`config.mk`:
```
export PLATFORM = sky130hd
export DESIGN_NAME = risc_spm_core
export DESIGN_NICKNAME = d
export VERILOG_FILES = /design/src/rtl/risc_spm_core.sv
export SDC_FILE = /design/constraint.sdc
export NUM_CORES = 1
export LEC_CHECK = 0
export BUFFER_PORTS_ARGS = -buffer_cell sky130_fd_sc_hd__buf_4
export CAP_MARGIN = 0
export CORE_MARGIN = 8
export CORE_UTILIZATION = 37
export DETAILED_ROUTE_END_ITERATION = 8
export PLACE_DENSITY_LB_ADDON = 0.15
export RECOVER_POWER = 25
export SLEW_MARGIN = 20
export SYNTH_ARGS = -nofsm -noshare
export SYNTH_HDL_FRONTEND = slang
export SYNTH_SLANG_ARGS = --single-unit
```
`constraint.sdc`:
```
create_clock -name clk -period 7.5 [get_ports clk]
set_input_delay 1.5 -clock clk [delete_from_list [all_inputs] [get_ports clk]]
set_output_delay 1.5 -clock clk [all_outputs]
set_load 0.01 [all_outputs]
```
`src/rtl/risc_spm_core.sv`:
```
// risc_spm_core: parametrised multicycle stored-program core with a req/ack memory port.
// Define RISC_SPM_CARRY_EN to add the carry flag and the BRC opcode (0xB).
module risc_spm_core #(
  parameter int WORD_W = 8,
  parameter int REG_AW = 2
) (
  input  logic              clk,
  input  logic              rst,
  output logic              mem_req,
  output logic              mem_we,
  output logic [WORD_W-1:0] mem_addr,
  output logic [WORD_W-1:0] mem_wdata,
  input  logic              mem_ack,
  input  logic [WORD_W-1:0] mem_rdata,
  output logic              halted,
  output logic              illegal,
  output logic [WORD_W-1:0] pc_dbg,
  output logic [WORD_W-1:0] ir_dbg
);

  localparam int NREG = 2**REG_AW;

  typedef enum logic [2:0] {
    S_IDLE, S_FETCH, S_DEC, S_OPA, S_RDD, S_WRD, S_HALT
  } state_t;

  typedef enum logic [3:0] {
    OP_NOP  = 4'h0, OP_ADD = 4'h1, OP_SUB = 4'h2, OP_AND = 4'h3,
    OP_NOT  = 4'h4, OP_RD  = 4'h5, OP_WR  = 4'h6, OP_BR  = 4'h7,
    OP_BRZ  = 4'h8, OP_OR  = 4'h9, OP_XOR = 4'hA, OP_BRC = 4'hB,
    OP_HALT = 4'hF
  } opcode_t;

  state_t            state, state_d;
  logic [WORD_W-1:0] pc, pc_d, ir, ir_d, ar, ar_d;
  logic              z, z_d, illegal_d;
  logic [WORD_W-1:0] rf [NREG];

  logic              rf_we;
  logic [WORD_W-1:0] rf_wdata;

  logic [3:0]        opcode;
  logic [REG_AW-1:0] src, dest;
  logic [WORD_W-1:0] src_val, dest_val, pc_inc;
  logic [WORD_W-1:0] alu_res;
  logic              is_alu;

`ifdef RISC_SPM_CARRY_EN
  logic              c, c_d, alu_cy;
`endif

  assign opcode   = ir[WORD_W-1 -: 4];
  assign src      = ir[2*REG_AW-1 -: REG_AW];
  assign dest     = ir[REG_AW-1:0];
  assign src_val  = rf[src];
  assign dest_val = rf[dest];
  assign pc_inc   = pc + WORD_W'(1);

  // ALU; SUB's extended top bit is the borrow (dest < src)
  always_comb begin
    alu_res = '0;
    is_alu  = 1'b1;
`ifdef RISC_SPM_CARRY_EN
    alu_cy  = 1'b0;
`endif
    case (opcode)
`ifdef RISC_SPM_CARRY_EN
      OP_ADD:  {alu_cy, alu_res} = {1'b0, dest_val} + {1'b0, src_val};
      OP_SUB:  {alu_cy, alu_res} = {1'b0, dest_val} - {1'b0, src_val};
`else
      OP_ADD:  alu_res = dest_val + src_val;
      OP_SUB:  alu_res = dest_val - src_val;
`endif
      OP_AND:  alu_res = dest_val & src_val;
      OP_NOT:  alu_res = ~src_val;
      OP_OR:   alu_res = dest_val | src_val;
      OP_XOR:  alu_res = dest_val ^ src_val;
      default: is_alu  = 1'b0;
    endcase
  end

  // NOTE: every signal driven here gets a default first, so no path can infer a latch.
  always_comb begin
    state_d   = state;
    pc_d      = pc;
    ir_d      = ir;
    ar_d      = ar;
    z_d       = z;
    illegal_d = illegal;
    rf_we     = 1'b0;
    rf_wdata  = alu_res;
`ifdef RISC_SPM_CARRY_EN
    c_d       = c;
`endif
    case (state)
      S_IDLE: state_d = S_FETCH;
      S_FETCH: if (mem_ack) begin
        ir_d    = mem_rdata;
        pc_d    = pc_inc;
        state_d = S_DEC;
      end
      S_DEC: begin
        state_d = S_FETCH;
        if (is_alu) begin
          rf_we = 1'b1;
          z_d   = (alu_res == '0);
`ifdef RISC_SPM_CARRY_EN
          c_d   = alu_cy;
`endif
        end else begin
          case (opcode)
            OP_NOP: ;
            OP_RD, OP_WR, OP_BR: state_d = S_OPA;
            OP_BRZ: if (z) state_d = S_OPA; else pc_d = pc_inc;
`ifdef RISC_SPM_CARRY_EN
            OP_BRC: if (c) state_d = S_OPA; else pc_d = pc_inc;
`endif
            OP_HALT: state_d = S_HALT;
            default: begin
              illegal_d = 1'b1;
              state_d   = S_HALT;
            end
          endcase
        end
      end
      S_OPA: if (mem_ack) begin
        case (opcode)
          OP_RD: begin
            ar_d    = mem_rdata;
            pc_d    = pc_inc;
            state_d = S_RDD;
          end
          OP_WR: begin
            ar_d    = mem_rdata;
            pc_d    = pc_inc;
            state_d = S_WRD;
          end
          default: begin
            pc_d    = mem_rdata;
            state_d = S_FETCH;
          end
        endcase
      end
      S_RDD: if (mem_ack) begin
        rf_we    = 1'b1;
        rf_wdata = mem_rdata;
        state_d  = S_FETCH;
      end
      S_WRD:   if (mem_ack) state_d = S_FETCH;
      S_HALT:  ;
      default: state_d = S_IDLE;
    endcase
  end

  // Bus is a pure function of state and registers so it holds steady across wait states
  always_comb begin
    mem_req   = 1'b0;
    mem_we    = 1'b0;
    mem_addr  = '0;
    mem_wdata = '0;
    case (state)
      S_FETCH, S_OPA: begin
        mem_req  = 1'b1;
        mem_addr = pc;
      end
      S_RDD: begin
        mem_req  = 1'b1;
        mem_addr = ar;
      end
      S_WRD: begin
        mem_req   = 1'b1;
        mem_we    = 1'b1;
        mem_addr  = ar;
        mem_wdata = src_val;
      end
      default: ;
    endcase
  end

  // NOTE: sequential state uses non-blocking assignments only.
  always_ff @(posedge clk or posedge rst) begin
    if (rst) begin
      state   <= S_IDLE;
      pc      <= '0;
      ir      <= '0;
      ar      <= '0;
      z       <= 1'b0;
      illegal <= 1'b0;
`ifdef RISC_SPM_CARRY_EN
      c       <= 1'b0;
`endif
      // NOTE: the register file is a handful of flops that must read 0 after reset, so it is reset like any register.
      for (int i = 0; i < NREG; i++) rf[i] <= '0;
    end else begin
      state   <= state_d;
      pc      <= pc_d;
      ir      <= ir_d;
      ar      <= ar_d;
      z       <= z_d;
      illegal <= illegal_d;
`ifdef RISC_SPM_CARRY_EN
      c       <= c_d;
`endif
      if (rf_we) rf[dest] <= rf_wdata;
    end
  end

  assign halted = (state == S_HALT);
  assign pc_dbg = pc;
  assign ir_dbg = ir;

endmodule

```
==> results of run 1 <==
-- logic make-up (layout without fill, tap and decap cells) --
kind of cell             Yosys count  after routing  share of synthesized area
adder cells (fa/ha/maj)           26             26                     0.0769
XOR/XNOR                          11             11                     0.0257
AO/OA/AOI/OAI                    114            114                      0.166
flip-flops                        61             61                      0.353
AND/OR/NAND/NOR                  152            152                      0.174
multiplexers                      46             46                      0.163
buffers and inverters             46             86                     0.0419
-- layout make-up --
type	count	area (sq um)
multi-input combinational	349	2620
sequential	61	1530
timing repair buffer	49	360
tap	143	179
inverter	22	82.6
clock inverter	2	35.0
fill	1165	6370
clock buffer	13	240
-- flip-flops by register name, indices dropped and copies added, names as in the netlist --
signal	count
rf	32
ar	8
ir_dbg	8
pc_dbg	8
state	3
illegal	1
z	1
-- layout by cell type, fill, tap and decap left out, types with 4 or more instances in the layout --
cell / count
a21o_1: 5
a21oi_1: 28
a31oi_1: 4
and3_1: 10
buf_4: 46
clkbuf_1: 6
clkbuf_16: 9
dfrtp_1: 61
ha_1: 25
inv_1: 20
mux2_2: 28
mux4_2: 14
nand2_1: 68
nand2b_1: 6
nand3_1: 14
nor2_1: 21
nor2b_1: 11
o21ai_0: 38
o221ai_1: 4
o31ai_1: 4
xnor2_1: 8
-- metal layers --
metal	vias up	global-route usage	routed length (um)
met2	69	0.271	5970
met1	1763	0.225	5670
met3	14	0.0335	527
met5	-	0	0
li1	1724	-	-
met4	0	0.0550	201
-- power by group --
group / switching, mW / internal, mW
registers: 0.229 / 0.461
clock network: 0.135 / 0.255
logic: 0.912 / 0.829
-- stage by stage --
step | std cells | util | setup WS (ns)
floorplan | 456 | - | 4.00
CTS | 639 | 0.442 | 3.50
finish | 639 | 0.442 | 3.12
detailed placement | 624 | 0.418 | 3.53
global route | 639 | 0.442 | 2.40
global placement | 624 | 0.418 | 3.62
-- critical path, cell delays in order --
cell,delay [ns]
clkbuf_4,0.11
inv_1,0.04
clkbuf_1,2.35
-- worst paths after layout --
kind	startpoint	end	slack (ns)	depth (start not counted)
max in group clk	ir_dbg[2]$_DFFE_PP0P_	rf[30]$_DFFE_PP0P_	3.53	12
min	illegal$_DFFE_PP0P_	illegal$_DFFE_PP0P_	0.49	1
min in group asynchronous	rst	pc_dbg[1]$_DFFE_PP0P_	2.46	3
max	rst	rf[20]$_DFFE_PP0P_	3.12	3
max reg2reg	ir_dbg[2]$_DFFE_PP0P_	rf[30]$_DFFE_PP0P_	3.53	12
min reg2reg	illegal$_DFFE_PP0P_	illegal$_DFFE_PP0P_	0.49	1
==> metrics, run 1 <==
EDFF count, synth 0; status complete, but fails checks; root buf cell clkbuf_16; fraction of layout cells with a size suffix above 1 0.230; Die ar. 15400 sq um; post-route cell area 5040 sq um; Fmax 228 MHz; input/output buffers 46; min cycle time layout 4.38 ns; Post-Syn Area 4330 sq um; most frequent cell after synthesis nand2_1; Req. time, crit path 7.17 ns; CTS tree built; Syn Area/Cell 9.49 sq um; overall power 2.82 mW; Synth area leaders dfrtp_1 (35%), mux2_2 (7.3%), mux4_2 (7.3%), ha_1 (7.2%), nand2_1 (5.9%); vias per inst 5.59; Post-route DRC 0; area leader, netlist dfrtp_1; pin count of the biggest net entering global routing 62; Worst-Skew Late Latency 0.32 ns; first-pass GRT wire length 20200 um; Clock Skew 0.00682 ns; Critical Path Fanout Max 61; Setup TNS 0 ns; CORE AREA 11400 sq um; P_leak 2.28 nW; Yosys cell types 62; Max Cap Viol 1; total CTS buffers 9; # resized after CTS 0; final setup vio count 0; max_slew headroom -1.24; total grt overflow 0; CTS Buffer Depth 2; Diodes inserted 0; post-synth top area share 0.353; WL per Instance 19.4 um; vias in the first global route 3625; CP Class in2async; #FFs+latches synth 61; First DRT Iteration DRCs 202; Crit. End Element asynchronous set/reset pin; RSZ-0062 raised after global routing no; DP HPWL 9340 um; Cell Pwr Density 559 nW/um^2; max-slew violations 62; cts hold-fix bufs 0; Syn Inst Count 456; WP data arrival 4.05 ns; DRT antenna net count 0; first-pass iteration count of the detailed router 4; die height 124 um; total global-route track usage 0.169; vias 3570; Nets 529; final WL 12400 um; synth cell count leaders nand2_1 (68), dfrtp_1 (61), o21ai_0 (38); Hold Crit Class reg2reg; IO Pins 47; TritonCTS Sinks 61; Hold WS 0.485 ns; ys async rst share 1.00; Layout Area Growth over Synthesis 16.6%; routability congestion estimate 0.891; Cell Rows 39; critical path launch point type input pin; placed cell area 4780 sq um; Worst-path clk slew 0.05 ns; worst slew pin tran 3.36 ns; register area share after synthesis 0.353; period utilisation layout 0.584; antenna violations before repair 0; postcts setup bufs 0; Starting Density 0.379; failing checks max-capacitance violations, max-slew violations; syn nets 493; Max VDD drop 0.211 mV; Final Hold Fails 0; Main synth FF type dfrtp_1; Die Span X 124 um; H-tree depth 3; Synth warnings 0
Note: power is estimated with default switching activity, not from simulation.
==> run 2: changes to the inputs <==
- clock period: 7.5 -> 4.6 ns (I/O delays scaled with it)
==> metrics, run 2 (synthesis results as in run 1) <==
status complete, but fails checks; failing checks max-capacitance violations, max-slew violations; input/output buffers 46 (unchanged); max_slew headroom -0.00250 (+1.24); Cell Rows 39 (unchanged); top register by number of flip-flops rf; pin count of the biggest net entering global routing 38 (-39%); routability congestion estimate 0.881 (-1.2%); Die Span X 124 um (unchanged); total CTS buffers 9 (unchanged); Power Internal 2.50 mW (+62%); fraction of layout cells with a size suffix above 1 0.237 (+0.00759); Max VDD drop 0.342 mV (+62%); Setup TNS 0 ns (unchanged); H-tree depth 3 (unchanged); Cell Pwr Density 905 nW/um^2 (+62%); Die ar. 15400 sq um (unchanged); Fmax 253 MHz; critical path launch point type register; WL per Instance 19.2 um (-0.63%); antenna violations before repair 0 (unchanged); Starting Density 0.379 (unchanged); first-pass GRT wire length 19900 um (-1.5%); CP Class reg2reg; Hold WS 0.478 ns (-0.00682 ns); Clock power frac 0.138 (about the same); Layout Area Growth over Synthesis 17.0%; Diodes inserted 0 (unchanged); Critical Path Fanout Max 10 (-84%); period utilisation layout 0.858; root buf cell clkbuf_16; worst setup path start ir_dbg[2]$_DFFE_PP0P_; max-slew violations 38 (-39%); first-pass iteration count of the detailed router 5 (+1); # resized after CTS 0 (unchanged); Comb pwr share 0.617 (about the same); die height 124 um (unchanged); IO Pins 47 (unchanged); Setup crit end rf[14]$_DFFE_PP0P_; placed cell area 4780 sq um (about the same); postcts setup bufs 0 (unchanged); vias in the first global route 3559 (-1.8%); Worst-path clk slew 0.05 ns (about the same); Req. time, crit path 4.79 ns (-2.38 ns); First DRT Iteration DRCs 251 (+24%); WP data arrival 4.14 ns (+0.09 ns); Clock Skew 0.00727 ns (+0.000453 ns); P_leak 2.29 nW (+0.60%); vias 3609 (+1.1%); total grt overflow 0 (unchanged); FF-to-FF End rf[14]$_DFFE_PP0P_; max FFs per register 32 (unchanged); min cycle time layout 3.95 ns; commonest non-fill, non-tap cell in the layout nand2_1; RSZ-0062 raised after global routing no; Crit. End Element register; CORE AREA 11400 sq um (unchanged); worst slack at placement 0.646 ns (-2.88 ns); TritonCTS Sinks 61 (unchanged); final core occ 0.443 (+0.00132); vias per inst 5.64 (+0.93%); R2R cell count 12 (unchanged); cts hold-fix bufs 0 (unchanged); most frequent cells in the layout nand2_1 (68), dfrtp_1 (61), buf_4 (48), o21ai_0 (38); Worst-Skew Late Latency 0.33 ns (about the same); Final Worst Setup Slack 0.651 ns (-2.47 ns); CTS tree built; Final Hold Fails 0 (unchanged); flop-to-flop setup slack 0.65 ns (-2.88 ns); worst slew pin tran 1.50 ns (-1.86 ns); Hold Crit Class reg2reg; NetSw 2.07 mW (+63%); DP HPWL 9250 um (-0.88%); Max Cap Viol 1 (unchanged); Nets 530 (+0.19%); final WL 12300 um (-0.48%); CTS Buffer Depth 2 (unchanged); Reg power frac 0.245 (about the same); sw frac 0.453 (+0.000454); total global-route track usage 0.168 (-0.000924); final setup vio count 0 (unchanged); reg2reg start ir_dbg[2]$_DFFE_PP0P_; DRT antenna net count 0 (unchanged); post-route cell area 5060 sq um (+0.30%); Post-route DRC 0 (unchanged)
[run 2: cell types whose count changed in the layout (fill, tap and decap cells not counted), sizes merged]
cell | previous run | this run
bufinv | 1 | 0
buf | 46 | 48
[run 2: how the worst min path moves through the flow]
stage,from,endpoint,cells past startpoint
4_1_cts,illegal$_DFFE_PP0P_,illegal$_DFFE_PP0P_,1
3_5_place_dp,illegal$_DFFE_PP0P_,illegal$_DFFE_PP0P_,1
5_1_grt,ar[0]$_DFFE_PP0P_,ar[0]$_DFFE_PP0P_,1
6_report,illegal$_DFFE_PP0P_,illegal$_DFFE_PP0P_,1
3_3_place_gp,rf[27]$_DFFE_PP0P_,rf[27]$_DFFE_PP0P_,2
2_1_floorplan,rf[27]$_DFFE_PP0P_,rf[27]$_DFFE_PP0P_,2
[run 2: power groups by stage]
stage / sequential, mW / clock (mW) / combinational [mW]
finish: 1.12 / 0.632 / 2.83
global route: 1.17 / 0.675 / 3.14
CTS: 1.12 / 0.647 / 2.84
detailed placement: 1.13 / 0 / 2.82
global placement: 1.12 / 0 / 2.81
floorplan: 0.937 / 0 / 2.22
[run 2: area by class of cell]
| type | instances | area, sq um |
|---|---|---|
| Sequential cell | 61 | 1530 |
| Inverter | 22 | 82.6 |
| Timing Repair Buffer | 50 | 372 |
| Fill cell | 1155 | 6360 |
| Clock inverter | 1 | 5.00 |
| Clock buffer | 14 | 274 |
| Tap cell | 143 | 179 |
| Multi-Input combinational cell | 349 | 2620 |
[run 2: layer usage]
layer,wire [um],track usage
met5,0,0
met4,128,0.0506
met3,403,0.0313
met2,6060,0.274
met1,5710,0.223
[run 2: metrics by stage]
step,power (mW),instances
2_1_floorplan,3.16,456
4_1_cts,4.60,640
3_3_place_gp,3.93,625
5_1_grt,4.98,640
6_report,4.58,640
3_5_place_dp,3.95,625
[run 2: worst max-delay path, cell delays in order (launching register included)]
cell,delay [ns]
dfrtp_1,0.71
mux4_2,0.67
inv_1,0.14
ha_1,0.24
mux2_2,0.29
fa_1,0.41
nor2b_1,0.19
o31a_1,0.17
o22ai_1,0.09
xnor2_1,0.13
a21oi_1,0.20
a2bb2oi_1,0.42
o21ai_0,0.16
